**src/rtl/plate_check_arbiter.sv**
```systemverilog
// Round-robin arbiter that shares one plate validator and the invalid-plate log
// between gate 0 (entry) and gate 1 (exit), sequencing each check as IDLE -> START -> WAIT -> RESP.
//
// Handshake: a gate raises reqN and holds plateN stable until it sees a one-cycle ackN pulse;
// okN is meaningful only while ackN is high, and the gate drops reqN at the edge where it samples ackN.
module plate_check_arbiter #(
    parameter int PLATE_W = 24,
    parameter int TIMEOUT = 15,
    parameter int CNT_W   = 8
) (
    input  logic               clk,
    input  logic               rst_n,
    input  logic               req0,
    input  logic [PLATE_W-1:0] plate0,
    output logic               ack0,
    output logic               ok0,
    input  logic               req1,
    input  logic [PLATE_W-1:0] plate1,
    output logic               ack1,
    output logic               ok1,
    output logic               val_start,
    output logic [PLATE_W-1:0] val_plate,
    input  logic               val_done,
    input  logic               val_ok,
    output logic               log_wr,
    output logic [PLATE_W-1:0] log_plate,
    output logic [CNT_W-1:0]   n_invalid,
    output logic               tmo_err
);
    localparam int TW = (TIMEOUT > 1) ? $clog2(TIMEOUT) : 1;
    localparam logic [TW-1:0] TMO_LAST = TW'(TIMEOUT - 1);

    localparam logic [1:0] S_IDLE  = 2'd0;
    localparam logic [1:0] S_START = 2'd1;
    localparam logic [1:0] S_WAIT  = 2'd2;
    localparam logic [1:0] S_RESP  = 2'd3;

    logic [1:0]         state_q, state_d;
    logic [TW-1:0]      tcnt_q, tcnt_d;
    logic               last_q, last_d;
    logic [PLATE_W-1:0] plate_q, plate_d;
    logic               verdict_q, verdict_d;
    logic               tmo_ev_q, tmo_ev_d;
    logic               tmo_err_q, tmo_err_d;
    logic [CNT_W-1:0]   n_inv_q, n_inv_d;
    logic               ack0_q, ack0_d;
    logic               ok0_q, ok0_d;
    logic               ack1_q, ack1_d;
    logic               ok1_q, ok1_d;
    logic               start_q, start_d;
    logic               log_q, log_d;
    logic               gsel;
    logic               resp_d;

    always_comb begin
        state_d   = state_q;
        tcnt_d    = tcnt_q;
        last_d    = last_q;
        plate_d   = plate_q;
        verdict_d = verdict_q;
        tmo_ev_d  = tmo_ev_q;
        tmo_err_d = tmo_err_q;
        n_inv_d   = n_inv_q;
        gsel      = 1'b0;

        case (state_q)
            S_IDLE: begin
                if (req0 || req1) begin
                    // Under contention the gate that did not win last time gets the validator.
                    gsel    = (req0 && req1) ? ~last_q : req1;
                    last_d  = gsel;
                    plate_d = gsel ? plate1 : plate0;
                    state_d = S_START;
                end
            end
            S_START: begin
                tcnt_d  = '0;
                state_d = S_WAIT;
            end
            S_WAIT: begin
                if (val_done) begin
                    verdict_d = val_ok;
                    tmo_ev_d  = 1'b0;
                    state_d   = S_RESP;
                end else if (tcnt_q == TMO_LAST) begin
                    verdict_d = 1'b0;
                    tmo_ev_d  = 1'b1;
                    tmo_err_d = 1'b1;
                    state_d   = S_RESP;
                end else begin
                    tcnt_d = tcnt_q + 1'b1;
                end
            end
            S_RESP:  state_d = S_IDLE;
            default: state_d = S_IDLE;
        endcase

        // Outputs are registered copies of the decode of the state being entered.
        resp_d  = (state_d == S_RESP);
        start_d = (state_d == S_START);
        ack0_d  = resp_d && !last_d;
        ack1_d  = resp_d && last_d;
        ok0_d   = ack0_d && verdict_d;
        ok1_d   = ack1_d && verdict_d;
        log_d   = resp_d && !verdict_d && !tmo_ev_d;
        if (log_d && (n_inv_q != {CNT_W{1'b1}})) begin
            n_inv_d = n_inv_q + 1'b1;
        end
    end

    always_ff @(posedge clk) begin
        if (!rst_n) begin
            state_q   <= S_IDLE;
            tcnt_q    <= '0;
            last_q    <= 1'b1;
            plate_q   <= '0;
            verdict_q <= 1'b0;
            tmo_ev_q  <= 1'b0;
            tmo_err_q <= 1'b0;
            n_inv_q   <= '0;
            ack0_q    <= 1'b0;
            ok0_q     <= 1'b0;
            ack1_q    <= 1'b0;
            ok1_q     <= 1'b0;
            start_q   <= 1'b0;
            log_q     <= 1'b0;
        end else begin
            state_q   <= state_d;
            tcnt_q    <= tcnt_d;
            last_q    <= last_d;
            plate_q   <= plate_d;
            verdict_q <= verdict_d;
            tmo_ev_q  <= tmo_ev_d;
            tmo_err_q <= tmo_err_d;
            n_inv_q   <= n_inv_d;
            ack0_q    <= ack0_d;
            ok0_q     <= ok0_d;
            ack1_q    <= ack1_d;
            ok1_q     <= ok1_d;
            start_q   <= start_d;
            log_q     <= log_d;
        end
    end

    assign ack0      = ack0_q;
    assign ok0       = ok0_q;
    assign ack1      = ack1_q;
    assign ok1       = ok1_q;
    assign val_start = start_q;
    assign val_plate = plate_q;
    assign log_wr    = log_q;
    assign log_plate = plate_q;
    assign n_invalid = n_inv_q;
    assign tmo_err   = tmo_err_q;
endmodule
```
**config.mk**
```make
export PLATFORM = sky130hd
export DESIGN_NAME = plate_check_arbiter
export DESIGN_NICKNAME = d
export VERILOG_FILES = /design/src/rtl/plate_check_arbiter.sv
export SDC_FILE = /design/constraint.sdc
export NUM_CORES = 1
export LEC_CHECK = 0
export ABC_CLOCK_PERIOD_IN_PS = 5800
export BUFFER_PORTS_ARGS = -buffer_cell sky130_fd_sc_hd__buf_4
export CELL_PAD_IN_SITES_DETAIL_PLACEMENT = 1
export CELL_PAD_IN_SITES_GLOBAL_PLACEMENT = 1
export CORE_MARGIN = 3
export CORE_UTILIZATION = 37
export CTS_BUF_LIST = sky130_fd_sc_hd__clkbuf_8
export DETAILED_ROUTE_END_ITERATION = 6
export HOLD_SLACK_MARGIN = 0.03
export PLACE_DENSITY = 0.95
export SYNTH_ARGS = -nofsm -noshare
export SYNTH_HDL_FRONTEND = slang
export SYNTH_SLANG_ARGS = --single-unit
```
**constraint.sdc**
```tcl
create_clock -name clk -period 5.8 [get_ports clk]
set_clock_uncertainty 0.15 [all_clocks]
set_input_delay 1.16 -clock clk [delete_from_list [all_inputs] [get_ports clk]]
set_output_delay 1.16 -clock clk [all_outputs]
set_load 0.03 [all_outputs]
```
==> results of run 1 <==
## sequential cells by signal (all words and copies together), names as in the netlist
signal	flops
ack0	1
ok1	1
val_start	1
log_plate	24
n_invalid	8
log_wr	1
verdict_q	1
tmo_err	1
state_q	2
tmo_ev_q	1
last_q	1
ok0	1
ack1	1
tcnt_q	4
## worst min-delay path, cell delays in order, from the launching register on
cell	delay (ns)
dfxtp_1	0.35
nor2_1	0.05
nor2_1	0.07
## routing by layer
| metal | part of all wire | routed length [µm] | vias up | GRT usage |
|---|---|---|---|---|
| met4 | 0.018 | 126 | 0 | 0.0609 |
| met2 | 0.53 | 3630 | 73 | 0.322 |
| met1 | 0.39 | 2710 | 1016 | 0.209 |
| met3 | 0.060 | 411 | 9 | 0.0284 |
| li1 | - | - | 1088 | - |
| met5 | 0 | 0 | - | 0 |
## power breakdown
group / switching (µW) / internal, µW / leakage [µW] / total (µW)
Sequential: 63.6 / 411 / 0.000394 / 475
Combinational: 516 / 294 / 0.000983 / 810
Clock: 113 / 96.6 / 0.0000434 / 209
Total: 692 / 802 / 0.00142 / 1490
## layout by cell type, fill, tap and decap left out, types with 2 or more instances in the layout
cell type   count
a31oi_1         4
nand2b_1        5
nor2_1         35
inv_1           9
ha_1            7
dfxtp_1        48
clkbuf_8        6
nor3_1          6
clkinvlp_4      2
nor4b_1         2
buf_4         116
mux2i_1        32
nand3_1         2
a211o_1         2
a211oi_1       24
nor4_2          2
nand2_1        13
nand4_1         4
and2_1          2
a21oi_1         5
o21ai_0         7
nor4_1          3
## final cells by class
class	count	area, µm²
fillers	722	2890
multi-input cells	169	1180
clock buffers	6	82.6
flip-flops and latches	48	961
well taps	75	93.8
clock inverters	2	15.0
inverters	10	37.5
repair buffers	116	871
## how the worst max path moves through the flow
stage / start / to / slack [ns] / depth (start not counted)
2_1_floorplan: val_done / n_invalid[7]$_SDFFE_PN0P_ / 3.41 / 5
3_3_place_gp: val_done / n_invalid[7]$_SDFFE_PN0P_ / 2.73 / 5
3_5_place_dp: val_done / n_invalid[5]$_SDFFE_PN0P_ / 2.54 / 5
4_1_cts: val_done / n_invalid[5]$_SDFFE_PN0P_ / 2.86 / 5
5_1_grt: val_done / n_invalid[7]$_SDFFE_PN0P_ / 2.66 / 5
6_report: val_done / n_invalid[5]$_SDFFE_PN0P_ / 2.85 / 5
## through the flow
| step | total power, µW | setup WS [ns] | cell area [µm²] | instances |
|---|---|---|---|---|
| 6_report | 1490 | 2.85 | 3240 | 426 |
| 5_1_grt | 1590 | 2.66 | 3240 | 426 |
| 4_1_cts | 1510 | 2.86 | 3240 | 426 |
| 3_5_place_dp | 1300 | 2.54 | 3140 | 418 |
| 3_3_place_gp | 1270 | 2.73 | 3140 | 418 |
| 2_1_floorplan | 1090 | 3.41 | 2420 | 266 |
## cell families after synthesis
group,after synthesis,share of synthesized area
compound gates,49,0.145
fa+ha+maj,7,0.0361
buf+inv,49,0.121
flops,48,0.396
mux,32,0.132
simple gates,81,0.169
==> flow_summary.ini, run 1 <==
[outcome]
status = completed

[drt]
dr.first_iter.drc_count = 85
vias = 2186
final_antenna_net_count = 0
wl_um = 6880
viasPerCell = 5.13
wire_per_inst_um = 16.1
drcViolationCount = 0
first_pass_iters = 5

[clocking]
cts_max_path_buffers = 2
cts_sinks = 48
clock_latency_ns = 0.30
ctsResizeCount = 0
cts_inserted_buffers = 5
hold_buffers = 0
htree_levels = 2
clock-root-buffer = clkbuf_8
cts_tree = built
cts_setup_buffers = 0
clkSlewWorstSetupHoldPaths_ns = 0.09

[timing]
fin_crit_sh = 0.509
setup_viol = 0
fmax_mhz = 338
tightest_slew_ns = 1.07
holdWs_ns = 0.343
fin_setup_tns_ns = 0
fin_crit_ns = 2.95
hold_viol = 0
finalMaxSlewViolations = 0
rsz0062_at_grt = no
slew-limit-headroom = 0.285

[logic_synthesis]
synth-seq-cells = 48
ys.flop_type = dfxtp_1
synth_common_cells = dfxtp_1 (48), nor2_1 (35), mux2i_1 (32), buf_4 (27), a211oi_1 (24)
syn_inst = 266
synth.most_common_cell = dfxtp_1
synth_nets = 327
synthTopCellsByArea = dfxtp_1 (40%), mux2i_1 (13%), buf_4 (8.4%)
ys_types = 39
synth_top_area_cell = dfxtp_1
synthArstFlopShare = 0
synth_edf_count = 0
ys_seq_area_frac = 0.396
synth.avg_cell_area_um2 = 9.11
netlist.area_leader.share = 0.396
syn_area_um2 = 2420
yosys_warnings = 0

[final_layout]
post-route-util = 0.529
diodes = 0
layout-drive-gt1-share = 0.376
area_delta_synth_final_pct = 33.8
nets = 411

[power_and_ir_drop]
power_density_nw_per_um2 = 461
ir_drop_uv = 271
power.leakage_uw = 0.00142

[floorplan]
start_util = 0.395
fp.dieArea_um2 = 7560
chipHeight_um = 86.9
rows = 28
die_w_um = 86.9
top_level_ports = 117
core_area_um2 = 6130

[hold_path]
hold_path_end = tmo_err$_SDFFE_PN0P_
holdPathStages = 2
min_path_type = reg2reg
min_from = tmo_err$_SDFFE_PN0P_

[setup_path]
critPathSlowestCell = a31oi_1
cp-start-kind = primary input
cp_data_required_time_ns = 5.87
path_cells = buf_4 > a31oi_1 > a211oi_4 > nor4_1 > mux2i_1
arrival_ns = 3.03
endpoint_kind = register
crit_family = compound AO/OA/AOI/OAI gates
cp_max_fo = 11
cpPeakStageDelay_ns = 0.77
rr_worst_depth = 6
reg2reg_to = n_invalid[5]$_SDFFE_PN0P_
path_class = in2reg
r2r_setup_slack_ns = 3.14
timing.rr.start = tcnt_q[0]$_SDFFE_PN0P_
worst-path-buf-inv = 1

[grt]
antenna_found_initial = 0
grt_pass1_wl_um = 10700
grt_usage = 0.177
grt_start_max_net_pins = 49
grt_pass1_vias = 2177
overflow = 0

[place]
place_congestion = 0.818
hpwl_um = 5300
portBuffers = 116

[run]
drv_cap = 0
No activity file was read; power rests on OpenSTA's default activity.
==> run 2, diff against run 1 <==
==> config.mk (replaced) <==
export PLATFORM = sky130hd
export DESIGN_NAME = plate_check_arbiter
export DESIGN_NICKNAME = d
export VERILOG_FILES = /design/src/rtl/plate_check_arbiter.sv
export SDC_FILE = /design/constraint.sdc
export NUM_CORES = 1
export LEC_CHECK = 0
export ABC_CLOCK_PERIOD_IN_PS = 3100
export BUFFER_PORTS_ARGS = -buffer_cell sky130_fd_sc_hd__buf_4
export CELL_PAD_IN_SITES_DETAIL_PLACEMENT = 1
export CELL_PAD_IN_SITES_GLOBAL_PLACEMENT = 1
export CORE_MARGIN = 3
export CORE_UTILIZATION = 34
export CTS_BUF_LIST = sky130_fd_sc_hd__clkbuf_8
export DETAILED_ROUTE_END_ITERATION = 6
export HOLD_SLACK_MARGIN = 0.03
export PLACE_DENSITY = 0.9
export SYNTH_ARGS = -nofsm -noshare
export SYNTH_HDL_FRONTEND = slang
export SYNTH_SLANG_ARGS = --single-unit
==> constraint.sdc (replaced) <==
create_clock -name clk -period 3.1 [get_ports clk]
set_clock_uncertainty 0.15 [all_clocks]
set_input_delay 0.62 -clock clk [delete_from_list [all_inputs] [get_ports clk]]
set_output_delay 0.62 -clock clk [all_outputs]
set_load 0.03 [all_outputs]
==> run 2 against run 1 <==
Compared with the run above:
- via count grew 1.6%
- critical endpoint is now n_invalid[7]$_SDFFE_PN0P_
- power is 93% higher
- critical path depth is 1 higher
- hold slack got worse by 0.011 ns
- die area is 8.2% higher
- register-to-register slack worse by 2.6 ns
- highest routed layer unchanged
- cell count is 5.9% higher
==> flow_summary.ini, run 2 (synthesized netlist as in run 1, its figures left out) <==
[outcome]
status = completed

[drt]
wl_um = 7050
viasPerCell = 4.92
dr.first_iter.drc_count = 65
drcViolationCount = 0
vias = 2220
wire_per_inst_um = 15.6
final_antenna_net_count = 0
first_pass_iters = 4

[floorplan]
die_w_um = 90.4
start_util = 0.353
top_level_ports = 117
chipHeight_um = 90.4
rows = 30
fp.dieArea_um2 = 8180
core_area_um2 = 6870

[place]
place_congestion = 0.828
portBuffers = 116
hpwl_um = 5420
place_ws_ns = 0.632

[timing]
setup_viol = 0
rsz0062_at_grt = no
fin_setup_tns_ns = 0
fin_crit_ns = 2.58
slew-limit-headroom = 0.634
hold_viol = 0
fmax_mhz = 388
fin_crit_sh = 0.831
finalMaxSlewViolations = 0
tightest_slew_ns = 0.547
setup_ws_ns = 0.525

[setup_path]
cp_data_required_time_ns = 3.17
cpPeakStageDelay_ns = 0.48
arrival_ns = 2.65
r2r_setup_slack_ns = 0.52
path_class = reg2reg
endpoint_kind = register
timing.rr.start = state_q[0]$_SDFF_PN0_
reg2reg_to = n_invalid[7]$_SDFFE_PN0P_
critPathSlowestCell = ha_1
cp-start-kind = register
rr_worst_depth = 6
path_cells = inv_1 > ha_1 > o21ai_0 > a211o_1 > nor4b_1 > mux2i_1
cp_max_fo = 15

[clocking]
clkSlewWorstSetupHoldPaths_ns = 0.09
hold_buffers = 0
cts_max_path_buffers = 2
cts_tree = built
clock_latency_ns = 0.30
clock-root-buffer = clkbuf_8
cts_setup_buffers = 0
cts_sinks = 48
htree_levels = 2
ctsResizeCount = 0
cts_inserted_buffers = 5

[final_layout]
layout_commonest_cell = buf_4
diodes = 0
mostFrequentLayoutCells = buf_4 (120), dfxtp_1 (48), nor2_1 (35)
nets = 415
layout-drive-gt1-share = 0.380
area_delta_synth_final_pct = 36.6
largest_register_ffs = 24

[grt]
grt_pass1_wl_um = 11600
overflow = 0
grt_start_max_net_pins = 49
antenna_found_initial = 0
grt_pass1_vias = 2282
grt_usage = 0.173

[hold_path]
min_path_type = reg2reg
holdPathStages = 2
min_from = tmo_err$_SDFFE_PN0P_
hold_path_end = tmo_err$_SDFFE_PN0P_

[power_and_ir_drop]
power_density_nw_per_um2 = 870
ir_drop_uv = 348
power.leakage_uw = 0.00145

[run]
drv_cap = 0
run 2: metal layers:
metal,GRT usage,share of wire
met5,0,0
met4,0.0702,0.028
met3,0.0342,0.035
met2,0.309,0.51
met1,0.202,0.42
run 2: how the worst max path moves through the flow:
stage,to,cells past startpoint,startpoint
2_1_floorplan,n_invalid[3]$_SDFFE_PN0P_,7,state_q[0]$_SDFF_PN0_
3_3_place_gp,n_invalid[7]$_SDFFE_PN0P_,6,state_q[0]$_SDFF_PN0_
3_5_place_dp,n_invalid[7]$_SDFFE_PN0P_,6,state_q[0]$_SDFF_PN0_
4_1_cts,n_invalid[7]$_SDFFE_PN0P_,6,state_q[0]$_SDFF_PN0_
6_report,n_invalid[7]$_SDFFE_PN0P_,6,state_q[0]$_SDFF_PN0_
5_1_grt,n_invalid[7]$_SDFFE_PN0P_,6,state_q[0]$_SDFF_PN0_
run 2: power breakdown:
part	switching [µW]	internal, µW
clock network	222	239
logic	976	557
registers	118	769
total	1320	1560
run 2: worst max-delay path, delay by kind of cell (launching register included):
family	cells	cell delay (ns)
and+or+nand+nor	1	0.45
AOI/OAI and AO/OA	2	0.66
adders and majority gates	1	0.48
muxes	1	0.28
buffers and inverters	1	0.12
DFF	1	0.35
run 2: area by class of cell:
class                      instances  area, µm²
fill                             821       3560
multi-input combinational        169       1180
sequential                        48        961
timing repair buffer             120        901
tap                               96        120
clock buffer                       5       68.8
clock inverter                     3       42.5
inverter                          10       37.5
run 2: through the flow:
step	cell area, µm²	std cells	hold WS (ns)	util	total power (µW)
after floorplan	2420	266	0.304	-	2030
after global placement	3200	443	0.308	0.466	2380
after detailed placement	3200	443	0.328	0.466	2440
after CTS	3310	451	0.338	0.482	2910
after global routing	3310	451	0.384	0.482	3050
final	3310	451	0.332	0.482	2880
